$ cat src/rtl/scgra_io_pkg.sv
// Shared types and widths for the SCGRA I/O controller.
// Holds the FSM encoding and the run-parameter widths.
package scgra_io_pkg;

   localparam int RUN_LEN_W   = 16;
   localparam int STORE_DLY_W = 8;
   // One extra bit so Store_Delay + Run_Len - 1 never overflows the window counter.
   localparam int WIN_W       = RUN_LEN_W + 1;

   typedef enum logic [1:0] {
      ST_IDLE  = 2'd0,
      ST_RUN   = 2'd1,
      ST_DRAIN = 2'd2,
      ST_FIN   = 2'd3
   } state_e;

   function automatic logic [WIN_W-1:0] win_end(input logic [RUN_LEN_W-1:0]   run_len,
                                                input logic [STORE_DLY_W-1:0] store_delay);
      return WIN_W'(run_len) + WIN_W'(store_delay);
   endfunction

endpackage

$ cat src/rtl/scgra_io_ctrl.sv
// I/O controller for the SCGRA: streams the input buffer into the IO PE during RUN and
// captures a delayed window of PE_Store words into the output buffer. All outputs registered.
module scgra_io_ctrl
   import scgra_io_pkg::*;
#(
   parameter int DWIDTH     = 32,
   parameter int BUF_AWIDTH = 10
)(
   input  logic                   Clk,
   input  logic                   Resetn,
   input  logic                   Start,
   input  logic [RUN_LEN_W-1:0]   Run_Len,
   input  logic [STORE_DLY_W-1:0] Store_Delay,
   output logic                   Ctrl_Busy,
   output logic                   Done,
   output logic                   PE_Array_Busy,
   output logic                   In_Buf_Rd,
   output logic [BUF_AWIDTH-1:0]  In_Buf_Addr,
   input  logic [DWIDTH-1:0]      In_Buf_Data,
   output logic [DWIDTH-1:0]      PE_Load,
   input  logic [DWIDTH-1:0]      PE_Store,
   output logic                   Out_Buf_Wr,
   output logic [BUF_AWIDTH-1:0]  Out_Buf_Addr,
   output logic [DWIDTH-1:0]      Out_Buf_Data,
   output state_e                 Dbg_State
);

   state_e                 state_q, state_d;
   logic [RUN_LEN_W-1:0]   run_len_q, run_len_d;
   logic [STORE_DLY_W-1:0] store_dly_q, store_dly_d;
   logic [WIN_W-1:0]       win_end_q, win_end_d;
   logic [WIN_W-1:0]       cyc_q, cyc_d;
   logic                   busy_q, busy_d;
   logic                   done_q, done_d;
   logic                   arr_busy_q, arr_busy_d;
   logic                   rd_q, rd_d;
   logic                   rd_dly_q, rd_dly_d;
   logic [BUF_AWIDTH-1:0]  rd_addr_q, rd_addr_d;
   logic [DWIDTH-1:0]      load_q, load_d;
   logic                   wr_q, wr_d;
   logic [BUF_AWIDTH-1:0]  wr_addr_q, wr_addr_d;
   logic [DWIDTH-1:0]      wr_data_q, wr_data_d;

   logic                   in_window;
   logic                   run_last;

   // cyc_q counts from RUN cycle 0 and keeps going through DRAIN so the store window
   // can extend past the end of RUN.
   assign in_window = ((state_q == ST_RUN) || (state_q == ST_DRAIN)) &&
                      (cyc_q >= WIN_W'(store_dly_q)) && (cyc_q < win_end_q);
   assign run_last  = (cyc_q == (WIN_W'(run_len_q) - WIN_W'(1)));

   always_comb begin
      state_d     = state_q;
      run_len_d   = run_len_q;
      store_dly_d = store_dly_q;
      win_end_d   = win_end_q;
      cyc_d       = cyc_q;

      case (state_q)
         ST_IDLE: begin
            if (Start) begin
               run_len_d   = Run_Len;
               store_dly_d = Store_Delay;
               win_end_d   = win_end(Run_Len, Store_Delay);
               cyc_d       = '0;
               state_d     = (Run_Len != '0) ? ST_RUN : ST_FIN;
            end
         end
         ST_RUN: begin
            cyc_d = cyc_q + WIN_W'(1);
            if (run_last) state_d = ST_DRAIN;
         end
         ST_DRAIN: begin
            cyc_d = cyc_q + WIN_W'(1);
            // The last write strobe is on the bus this cycle once the window has closed.
            if (cyc_q >= win_end_q) state_d = ST_FIN;
         end
         ST_FIN: begin
            state_d = ST_IDLE;
         end
         default: begin
            state_d = ST_IDLE;
         end
      endcase
   end

   always_comb begin
      busy_d     = (state_d != ST_IDLE);
      done_d     = (state_d == ST_FIN);
      arr_busy_d = (state_d == ST_RUN);
      rd_d       = (state_d == ST_RUN);
      rd_addr_d  = rd_addr_q;
      rd_dly_d   = rd_q;
      load_d     = rd_dly_q ? In_Buf_Data : load_q;
      wr_d       = in_window;
      wr_addr_d  = wr_addr_q;
      wr_data_d  = wr_data_q;

      if ((state_q == ST_IDLE) && (state_d == ST_RUN)) begin
         rd_addr_d = '0;
      end else if ((state_q == ST_RUN) && (state_d == ST_RUN)) begin
         rd_addr_d = rd_addr_q + BUF_AWIDTH'(1);
      end

      if (in_window) begin
         wr_addr_d = BUF_AWIDTH'(cyc_q - WIN_W'(store_dly_q));
         wr_data_d = PE_Store;
      end
   end

   always_ff @(posedge Clk or negedge Resetn) begin
      if (!Resetn) begin
         state_q     <= ST_IDLE;
         run_len_q   <= '0;
         store_dly_q <= '0;
         win_end_q   <= '0;
         cyc_q       <= '0;
         busy_q      <= 1'b0;
         done_q      <= 1'b0;
         arr_busy_q  <= 1'b0;
         rd_q        <= 1'b0;
         rd_dly_q    <= 1'b0;
         rd_addr_q   <= '0;
         load_q      <= '0;
         wr_q        <= 1'b0;
         wr_addr_q   <= '0;
         wr_data_q   <= '0;
      end else begin
         state_q     <= state_d;
         run_len_q   <= run_len_d;
         store_dly_q <= store_dly_d;
         win_end_q   <= win_end_d;
         cyc_q       <= cyc_d;
         busy_q      <= busy_d;
         done_q      <= done_d;
         arr_busy_q  <= arr_busy_d;
         rd_q        <= rd_d;
         rd_dly_q    <= rd_dly_d;
         rd_addr_q   <= rd_addr_d;
         load_q      <= load_d;
         wr_q        <= wr_d;
         wr_addr_q   <= wr_addr_d;
         wr_data_q   <= wr_data_d;
      end
   end

   assign Ctrl_Busy     = busy_q;
   assign Done          = done_q;
   assign PE_Array_Busy = arr_busy_q;
   assign In_Buf_Rd     = rd_q;
   assign In_Buf_Addr   = rd_addr_q;
   assign PE_Load       = load_q;
   assign Out_Buf_Wr    = wr_q;
   assign Out_Buf_Addr  = wr_addr_q;
   assign Out_Buf_Data  = wr_data_q;
   assign Dbg_State     = state_q;

endmodule

$ cat config.mk
export PLATFORM = sky130hd
export DESIGN_NAME = scgra_io_ctrl
export DESIGN_NICKNAME = d
export VERILOG_FILES = /design/src/rtl/scgra_io_pkg.sv /design/src/rtl/scgra_io_ctrl.sv
export SDC_FILE = /design/constraint.sdc
export NUM_CORES = 1
export LEC_CHECK = 0
export CAP_MARGIN = 15
export CORE_MARGIN = 4
export CORE_UTILIZATION = 46
export DETAILED_ROUTE_END_ITERATION = 6
export HOLD_SLACK_MARGIN = 0.15
export PLACE_DENSITY = 0.77
export SLEW_MARGIN = 25
export SYNTH_ARGS = -nofsm -noshare
export SYNTH_HDL_FRONTEND = slang
export SYNTH_SLANG_ARGS = --single-unit
$ cat constraint.sdc
create_clock -name Clk -period 2.65 [get_ports Clk]
set_input_delay 0.265 -clock Clk [delete_from_list [all_inputs] [get_ports Clk]]
set_output_delay 0.265 -clock Clk [all_outputs]
set_load 0.05 [all_outputs]
After elaboration in Yosys (flattened, before gate mapping)

Index checks and enable logic that the tools add are counted.

Output and inout port bits: 91
Logic and storage cells: 51
Input port bits: 91
Flip-flop bits (word level): 149

Add/sub/neg operators: 5
Mux-type cells: 9
$lt $le $gt $ge: 3
Eq/ne operators: 7
Reduce and logical (&&, ||, !) cells: 13

Operators by type and width:

| operator                                                              | count |
|---|---|
| 17-bit one-hot mux with 2 select lines                                | 1 |
| 10-bit 2-to-1 mux                                                     | 2 |
| 16-bit by 8-bit adder with 17-bit output                              | 1 |
| 17-bit by 1-bit adder with 17-bit output, second input constant       | 1 |
| 17-bit equality test                                                  | 1 |
| 17-bit >= comparator                                                  | 1 |
| 17-bit by 8-bit >= comparator with 1-bit output                       | 1 |
| 17-bit less-than comparator                                           | 1 |
| 17-bit 2-to-1 mux                                                     | 1 |
| 16-bit by 1-bit subtractor with 17-bit output, second input constant  | 1 |
| 16-bit nonzero test                                                   | 1 |
| 10-bit by 1-bit adder with 10-bit output, second input constant       | 1 |
| 10-bit by 8-bit subtractor with 10-bit output                         | 1 |
| 2-bit 2-to-1 mux                                                      | 4 |
| 2-bit one-hot mux with 4 select lines                                 | 1 |
| 2-bit equality test, second input constant                            | 3 |
| 2-bit nonzero test                                                    | 3 |
| 2-bit by 1-bit equality test with 1-bit output, second input constant | 2 |
| 1-bit logical AND                                                     | 4 |
| 2-bit AND reduction                                                   | 2 |
| 2-bit logical NOT                                                     | 1 |
| 2-bit != test, second input constant                                  | 1 |
| 2-bit OR reduction                                                    | 1 |
| 1-bit logical OR                                                      | 1 |

Longest topological paths before layout

Gate-level depths: netlist of the first run.

Depth after elaboration: 8
Depth in mapped cells: 12
Gate-level depth less buffers: 11

Worst setup path after synthesis of the first run

Ideal clock, no wire load.

Path type: register to register
Start: register cyc_q[1]
End: register wr_data_q[0], in the netlist Out_Buf_Data[0]
Clock period less this slack: 2.853 ns
Path slack: -0.203 ns
Data required time: 2.525 ns
Data arrival time: 2.728 ns
Setup time: 0.125 ns
Stages on the path, launching flop included: 12
Buffers on the path: 2
Cell sequence: dfrtp_1 ha_1 nor2b_1 o21ai_0 a21boi_0 o21a_1 o21ai_0 a31oi_1 o311a_1 clkbuf_1 clkbuf_1 mux2_2

Longest elaborated chain between the ends: 3
Elaborated cells between the ends (all ways): 4
Those cells by class: 2 x order compare; 2 x reduce/logical

Ends and longest elaborated chain:

| item                                            | RTL line             | source |
|---|---|---|
| from (decl)                                     | scgra_io_ctrl.sv:32  | `logic [WIN_W-1:0] cyc_q, cyc_d;` |
| from (signal assigned)                          | scgra_io_ctrl.sv:134 | `cyc_q <= cyc_d;` |
| 17-bit by 8-bit >= comparator with 1-bit output | scgra_io_ctrl.sv:50  | `(cyc_q >= WIN_W'(store_dly_q)) && (cyc_q < win_end_q);` |
| 1-bit logical AND                               | scgra_io_ctrl.sv:49  | `assign in_window = ((state_q == ST_RUN) \|\| (state_q == ST_DRAIN)) &&` |
| 1-bit logical AND (*)                           | scgra_io_ctrl.sv:50  |  |
| to (signal assigned)                            | scgra_io_ctrl.sv:144 | `wr_data_q <= wr_data_d;` |
| to (decl)                                       | scgra_io_ctrl.sv:42  | `logic [DWIDTH-1:0] wr_data_q, wr_data_d;` |

Mark *: on every way between the ends. The rest lies on a longest branch, timed or not.
A chain may end at the register's enable or synchronous reset.

Worst setup path after layout of the first run

Start: register cyc_q[3]
End: register wr_addr_q[9], in the netlist Out_Buf_Addr[9]

Longest elaborated chain between the ends: 3
Elaborated cells between the ends (all ways): 5
Those cells by class: 1 x add/sub; 2 x order compare; 2 x reduce/logical

Ends and longest elaborated chain:

| item                                            | RTL line             | source |
|---|---|---|
| 17-bit by 8-bit >= comparator with 1-bit output | scgra_io_ctrl.sv:50  |  |
| 1-bit logical AND                               | scgra_io_ctrl.sv:49  |  |
| 1-bit logical AND                               | scgra_io_ctrl.sv:50  |  |
| to (signal assigned)                            | scgra_io_ctrl.sv:143 | `wr_addr_q <= wr_addr_d;` |
| to (decl)                                       | scgra_io_ctrl.sv:41  | `logic [BUF_AWIDTH-1:0] wr_addr_q, wr_addr_d;` |

Parallel ways exist; a longest one is shown, timed or not.

==> impl_metrics.py, run 1 <==
metrics = {
    "synth": {
        "synth_fa_ha_area_share_pct": 6.65,
        "yosysTopAreaCellShare_pct": 46.9,
        "syn_inst": 771,
        "ys_async_sr_fraction_pct": 100,
        "syn-cell-area_mm2": 0.00795,
        "synth_compound_area_share_pct": 9.48,
        "synth_top_area_cell": "dfrtp_1",
        "ys_types": 62,
        "synth-main-ff-cell": "dfrtp_1",
        "synth_fp_nets": 903,
        "synth_area_leaders": "dfrtp_1 (47%), mux2_2 (10%), ha_1 (6.1%), nand2_1 (4.3%), xnor2_1 (2.8%)",
        "synth_seq_cells": 149,
        "synth.area.mux_share_pct": 11.6,
        "yosysSeqAreaShare_pct": 46.9,
        "synth-edff-count": 0,
        "synth-xor-area-share_pct": 5.28,
        "syn_avg_cell_area_um2": 10.3,
        "synth_top_family_by_area": "simple AND/OR/NAND/NOR gates",
        "synth-simple-area-share_pct": 16.0,
        "synth_warnings": 0,
    },
    "clock_tree": {
        "clockBufferDepth": 2,
        "clk_pin_slew_ns": 0.06,
        "cts_buffers": 17,
        "cts_tree": "yes",
        "cts_num_sinks": 149,
        "cts_max_level": 4,
        "insertion_delay_ns": 0.42,
        "clockRootBuffer": "clkbuf_16",
    },
    "setup_path": {
        "setup.worst_path.start": "cyc_q[3]$_DFFE_PN0P_",
        "worst-r2r-setup-slack_ns": -0.24,
        "worstSetupEndpointType": "flop",
        "cp_max_fo": 8,
        "worst_setup_path_start_kind": "flop",
        "crit_path_end": "Out_Buf_Addr[9]$_DFFE_PN0P_",
        "cp_data_arrival_time_ns": 3.19,
        "r2r-start": "cyc_q[3]$_DFFE_PN0P_",
        "r2r_cells": 10,
        "rr_endpoint": "Out_Buf_Addr[9]$_DFFE_PN0P_",
        "crit_required_ns": 2.95,
        "critical_path_class": "reg -> reg",
    },
    "floorplan": {
        "rows": 47,
        "start_util_pct": 47.4,
        "core-area_mm2": 0.0168,
        "die_x_um": 139,
        "io_pins": 182,
        "die-area_mm2": 0.0194,
        "die_h_um": 139,
    },
    "place": {
        "post-dp-hpwl_um": 16300,
        "io_buffers": 181,
        "place.gp.congestion": 0.879,
        "post-place-ws_ns": -0.248,
    },
    "routing": {
        "ant_nets": 0,
        "drc": 0,
        "drt_iter0_drc": 408,
        "vias": 7002,
        "wl_um": 22800,
        "drt-vias-per-instance": 5.39,
        "dr.pass1.iters": 6,
        "wl_per_cell_um": 17.6,
    },
    "global_routing": {
        "gr-total-overflow": 0,
        "grt_usage_pct": 22.6,
        "grt_pass1_vias": 7050,
        "antenna_found_initial": 0,
        "grt_pass1_wl_um": 35700,
        "grt_max_degree": 75,
    },
    "timing": {
        "finalSetupViolCount": 56,
        "worst_slack_ns": -0.236,
        "grt_setup_unrepaired": "true",
        "finalHoldViolCount": 0,
        "fin_tns_setup_ns": -6.39,
        "report.final.slew_viol_count": 0,
        "period_minus_slack_ns": 2.89,
        "slew_headroom_pct": 54.2,
        "period_share_pct": 109,
        "worst_pin_slew_ns": 0.687,
        "finClkSkew_ns": 0.00866,
        "fmax_mhz": 347,
    },
    "status": {
        "violations": "setup timing",
        "outcome": "complete, but fails checks",
    },
    "pwr": {
        "power_leakage_nw": 5.36,
        "power_mw": 14.4,
        "p_per_area_mw_per_mm2": 1220,
        "max-vdd-ir-drop_mv": 0.999,
    },
    "flow_run": {
        "cap_violations": 0,
    },
    "final_layout": {
        "layout.nets": 1197,
        "area_delta_synth_final_pct": 48.8,
        "n_antenna_cell": 0,
        "drive_gt1_share_pct": 24.8,
    },
    "worst_hold_path": {
        "hp-class": "in -> async",
    },
}
[synthesized netlist by cell type (all sizes together), types with 15 or more instances]
cell type and instances:
nand4 15, dfrtp 149, nand2 90, ha 39
clkbuf 23, xnor2 26, mux2 73, nand3 28
nor2 43, o21ai 40, a21oi 21, inv 51
xor2 21
[layout make-up]
class / count / area, um^2
fillers: 1233 / 4940
well taps: 220 / 275
clock inverters: 12 / 175
flip-flops and latches: 149 / 3730
clock buffers: 20 / 457
multi-input cells: 541 / 4070
repair buffers: 305 / 2920
inverters: 51 / 191
[worst min-delay path by stage]
stage | slack, ns | end | cells after the start
floorplan | -0.03 | Ctrl_Busy$_DFF_PN0_ | 0
global placement | 0.34 | In_Buf_Addr[9]$_DFFE_PN0P_ | 1
detailed placement | 0.33 | In_Buf_Addr[9]$_DFFE_PN0P_ | 1
CTS | 0.43 | rd_dly_q$_DFF_PN0_ | 0
global route | 0.45 | PE_Load[29]$_DFFE_PN0P_ | 2
finish | 0.42 | In_Buf_Addr[9]$_DFFE_PN0P_ | 2
[per-layer routing]
metal	wire, um	part of all wire [%]	vias to the layer above	GRT usage, %
li1	-	-	3313	-
met1	9630	42	3379	28.8
met2	11200	49	267	38.7
met3	1420	6.2	43	4.67
met4	593	2.6	0	7.36
met5	0	0	-	0
[what timing repair did]
item,4_1_cts,5_1_grt
hold buffers,1,0
endpoints found under the setup margin,55,62
pin swaps,11,20
hold endpoints to repair,72,0
resized for setup,19,27
setup buffers,8,11
cloned,4,4
[kinds of logic (layout without fill, tap and decap cells)]
family	Yosys count	count (layout)
AO/OA/AOI/OAI	116	117
XOR/XNOR	47	47
multiplexers	83	83
flip-flops	149	149
buffers and inverters	82	388
adder cells (fa/ha/maj)	41	41
AND/OR/NAND/NOR	253	253
[stage by stage]
stage	hold WS (ns)	utilization, %	area, um^2	cells
floorplan	-0.0306	-	7970	771
global placement	0.343	63.7	10700	1238
detailed placement	0.332	63.7	10700	1238
CTS	0.435	69.0	11600	1283
global route	0.451	70.5	11800	1298
finish	0.423	70.5	11800	1298
[report_power, final]
| part | internal (mW) | total, mW | leakage [nW] | switching (mW) |
|---|---|---|---|---|
| sequential | 3.17 | 3.74 | 1.83 | 0.567 |
| clock | 1.63 | 2.57 | 0.302 | 0.946 |
| combinational | 3.44 | 8.08 | 3.23 | 4.64 |
| total | 8.23 | 14.4 | 5.36 | 6.16 |
[flip-flops by register name, summed over array words and instances (netlist names)]
signal / count
cyc_q: 17
In_Buf_Addr: 10
run_len_q: 16
Dbg_State: 2
PE_Load: 32
Ctrl_Busy: 1
Done: 1
store_dly_q: 8
Out_Buf_Data: 32
rd_dly_q: 1
In_Buf_Rd: 1
Out_Buf_Addr: 10
Out_Buf_Wr: 1
win_end_q: 17
[worst max-delay path: stages, from the launching register on]
cell and delay, ns:
dfrtp_1 0.46, buf_4 0.18, ha_1 0.28, a21boi_2 0.17, o21a_1 0.22, o21ai_2 0.24
a31oi_4 0.15, o311a_4 0.49, buf_4 0.19, buf_16 0.13, mux2_2 0.27
[layout by cell type, fill, tap and decap left out, types with 4 or more instances in the layout]
master,Yosys,final
mux2i_1,10,10
clkdlybuf4s50_1,0,180
o21ai_0,38,31
buf_4,1,107
ha_1,39,36
or3_1,6,6
nor2_1,43,43
dfrtp_1,149,149
buf_6,1,8
nand4_1,15,15
a31oi_1,6,5
xnor2_1,25,24
o21ai_1,1,4
a21o_1,12,12
nand2b_1,8,8
o31ai_1,5,5
o21ai_2,1,5
nand2_1,90,90
mux2_2,73,72
inv_1,51,47
xor2_1,21,21
nor4_1,10,8
clkbuf_16,0,20
a22oi_1,5,5
nor3_1,14,14
and3_1,13,13
inv_2,0,4
bufinv_16,0,4
a21oi_1,21,19
nand3_1,28,28
(Power assumes the default switching activity.)
==> run 2, diff against run 1 <==
CAP_MARGIN = not set   (was 15)
CORE_UTILIZATION = 47   (was 46)
CTS_BUF_LIST = sky130_fd_sc_hd__clkbuf_4 sky130_fd_sc_hd__clkbuf_8   (was not set)
PLACE_DENSITY = 0.79   (was 0.77)
==> run 2 against run 1 <==
Effect of this change: the flow still finishes with violations (setup timing); critical path depth did not move; sequential power is essentially flat; setup slack worse by 0.0022 ns; combinational power barely moved; cell count down 0.46%; critical path type unchanged; highest routed layer unchanged; global-route usage is 0.69 points higher; count of clock-buffer cells in the layout down 2; routed wire length fell by 2.5%.
==> impl_metrics.py, run 2 (synthesized netlist as in run 1, its figures left out) <==
metrics = {
    "final_layout": {
        "area_delta_synth_final_pct": 46.2,
        "layout.nets": 1191,
        "n_antenna_cell": 0,
        "drive_gt1_share_pct": 24.3,
        "final_common_cell": "clkdlybuf4s50_1",
        "instances_no_fill": 1292,
        "final_cell_mix": "clkdlybuf4s50_1 (180), dfrtp_1 (149), buf_4 (106)",
    },
    "setup_path": {
        "crit_required_ns": 3.00,
        "cp_data_arrival_time_ns": 3.24,
        "cp_max_fo": 6,
        "worst_setup_path_start_kind": "flop",
        "setup.worst_path.start": "run_len_q[1]$_DFFE_PN0P_",
        "critical_path_class": "reg -> reg",
        "r2r-start": "run_len_q[1]$_DFFE_PN0P_",
        "worstSetupEndpointType": "flop",
    },
    "routing": {
        "ant_nets": 0,
        "wl_per_cell_um": 17.2,
        "vias": 6982,
        "dr.pass1.iters": 5,
        "drc": 0,
        "drt-vias-per-instance": 5.40,
        "wl_um": 22300,
        "drt_iter0_drc": 403,
    },
    "pwr": {
        "power_leakage_nw": 5.27,
        "max-vdd-ir-drop_mv": 0.977,
        "power_switching_mw": 6.13,
        "power_frac_comb_pct": 57.7,
        "p_int_mw": 7.88,
        "netSwitchingFraction_pct": 43.7,
        "power_frac_seq_pct": 26.7,
        "p_per_area_mw_per_mm2": 1210,
        "p_clk_share_pct": 15.6,
    },
    "timing": {
        "slew_headroom_pct": 58.2,
        "finalHoldViolCount": 0,
        "report.final.slew_viol_count": 0,
        "period_minus_slack_ns": 2.89,
        "worst_pin_slew_ns": 0.627,
        "finalSetupViolCount": 50,
        "period_share_pct": 109,
        "fin_tns_setup_ns": -6.01,
        "worst_slack_ns": -0.238,
        "grt_setup_unrepaired": "true",
        "finClkSkew_ns": 0.0123,
        "fmax_mhz": 346,
    },
    "status": {
        "outcome": "complete, but fails checks",
        "violations": "setup timing",
    },
    "global_routing": {
        "gr-total-overflow": 0,
        "grt_usage_pct": 23.3,
        "grt_max_degree": 68,
        "antenna_found_initial": 0,
        "grt_pass1_wl_um": 36200,
        "grt_pass1_vias": 6992,
    },
    "floorplan": {
        "die_h_um": 138,
        "die_x_um": 138,
        "die-area_mm2": 0.0190,
        "io_pins": 182,
        "start_util_pct": 47.9,
        "rows": 47,
        "core-area_mm2": 0.0166,
    },
    "clock_tree": {
        "cts_max_level": 4,
        "cts_buffers": 17,
        "clockBufferDepth": 2,
        "clockRootBuffer": "clkbuf_8",
        "insertion_delay_ns": 0.46,
        "clk_pin_slew_ns": 0.09,
        "cts_tree": "yes",
        "cts_num_sinks": 149,
    },
    "worst_hold_path": {
        "hp-class": "in -> async",
    },
    "place": {
        "dp.cells": 1229,
        "post-dp-hpwl_um": 15900,
        "place.gp.congestion": 0.902,
        "post-place-ws_ns": -0.232,
        "io_buffers": 181,
    },
    "flow_run": {
        "cap_violations": 0,
    },
}
==> run 2: stage by stage <==
step	hold WS, ns	power [mW]	cell area, um^2	utilization [%]
after floorplan	-0.0306	8.49	7970	-
after global placement	0.305	10.9	10600	63.9
after detailed placement	0.301	11.1	10600	63.9
after CTS	0.358	13.8	11400	69.0
after global routing	0.377	14.8	11600	70.1
final	0.364	14.0	11600	70.1
==> run 2: layout make-up <==
class | count | area (um^2)
fill | 1200 | 4970
clock buffer | 18 | 248
inverter | 51 | 191
timing repair buffer | 299 | 2860
tap | 220 | 275
multi-input combinational | 541 | 4070
clock inverter | 14 | 245
sequential | 149 | 3730
==> run 2: path summary, 6_finish.rpt <==
kind                                                     to  slack (ns)  cells after the start
worst max-delay path             In_Buf_Addr[3]$_DFFE_PN0P_       -0.24                     10
worst min-delay path             In_Buf_Addr[4]$_DFFE_PN0P_        0.36                      2
worst max register to register   In_Buf_Addr[3]$_DFFE_PN0P_       -0.24                     10
worst min register to register           rd_dly_q$_DFF_PN0_        0.44                      0
max in group asynchronous       Out_Buf_Addr[8]$_DFFE_PN0P_        1.54                      3
min in group Clk                 store_dly_q[0]$_DFFE_PN0P_        0.39                      3
==> run 2: power groups by stage <==
stage	Combinational (mW)	Clock [mW]	Sequential, mW
after floorplan	2.85	0	5.63
final	8.08	2.18	3.74
after CTS	7.82	2.21	3.72
after detailed placement	7.33	0	3.77
after global routing	8.64	2.32	3.85
after global placement	7.23	0	3.71
==> run 2: layer usage <==
metal | routed length, um | GRT usage [%] | up-vias
met5 | 0 | 0 | -
met1 | 9580 | 30.6 | 3397
met2 | 10800 | 38.2 | 245
met4 | 591 | 7.64 | 0
li1 | - | - | 3292
met3 | 1320 | 5.73 | 48
==> run 2: what timing repair did <==
action | in CTS | in global routing
gates resized for setup | 20 | 25
buffers inserted | 15 | 10
hold buffers | 1 | 0
endpoints found under the setup margin | 55 | 60
gates cloned | 6 | 2
pin swaps | 19 | 14
hold endpoints to repair | 64 | 0
==> run 2: worst max-delay path, cell delays in order (launching register included) <==
cell and delay, ns:
dfrtp_1 0.41, buf_4 0.15, or4_4 0.57, or3_4 0.35
a21oi_1 0.25, o211ai_1 0.18, nor4_4 0.26, buf_4 0.17
buf_4 0.13, a31oi_4 0.10, a31o_1 0.21
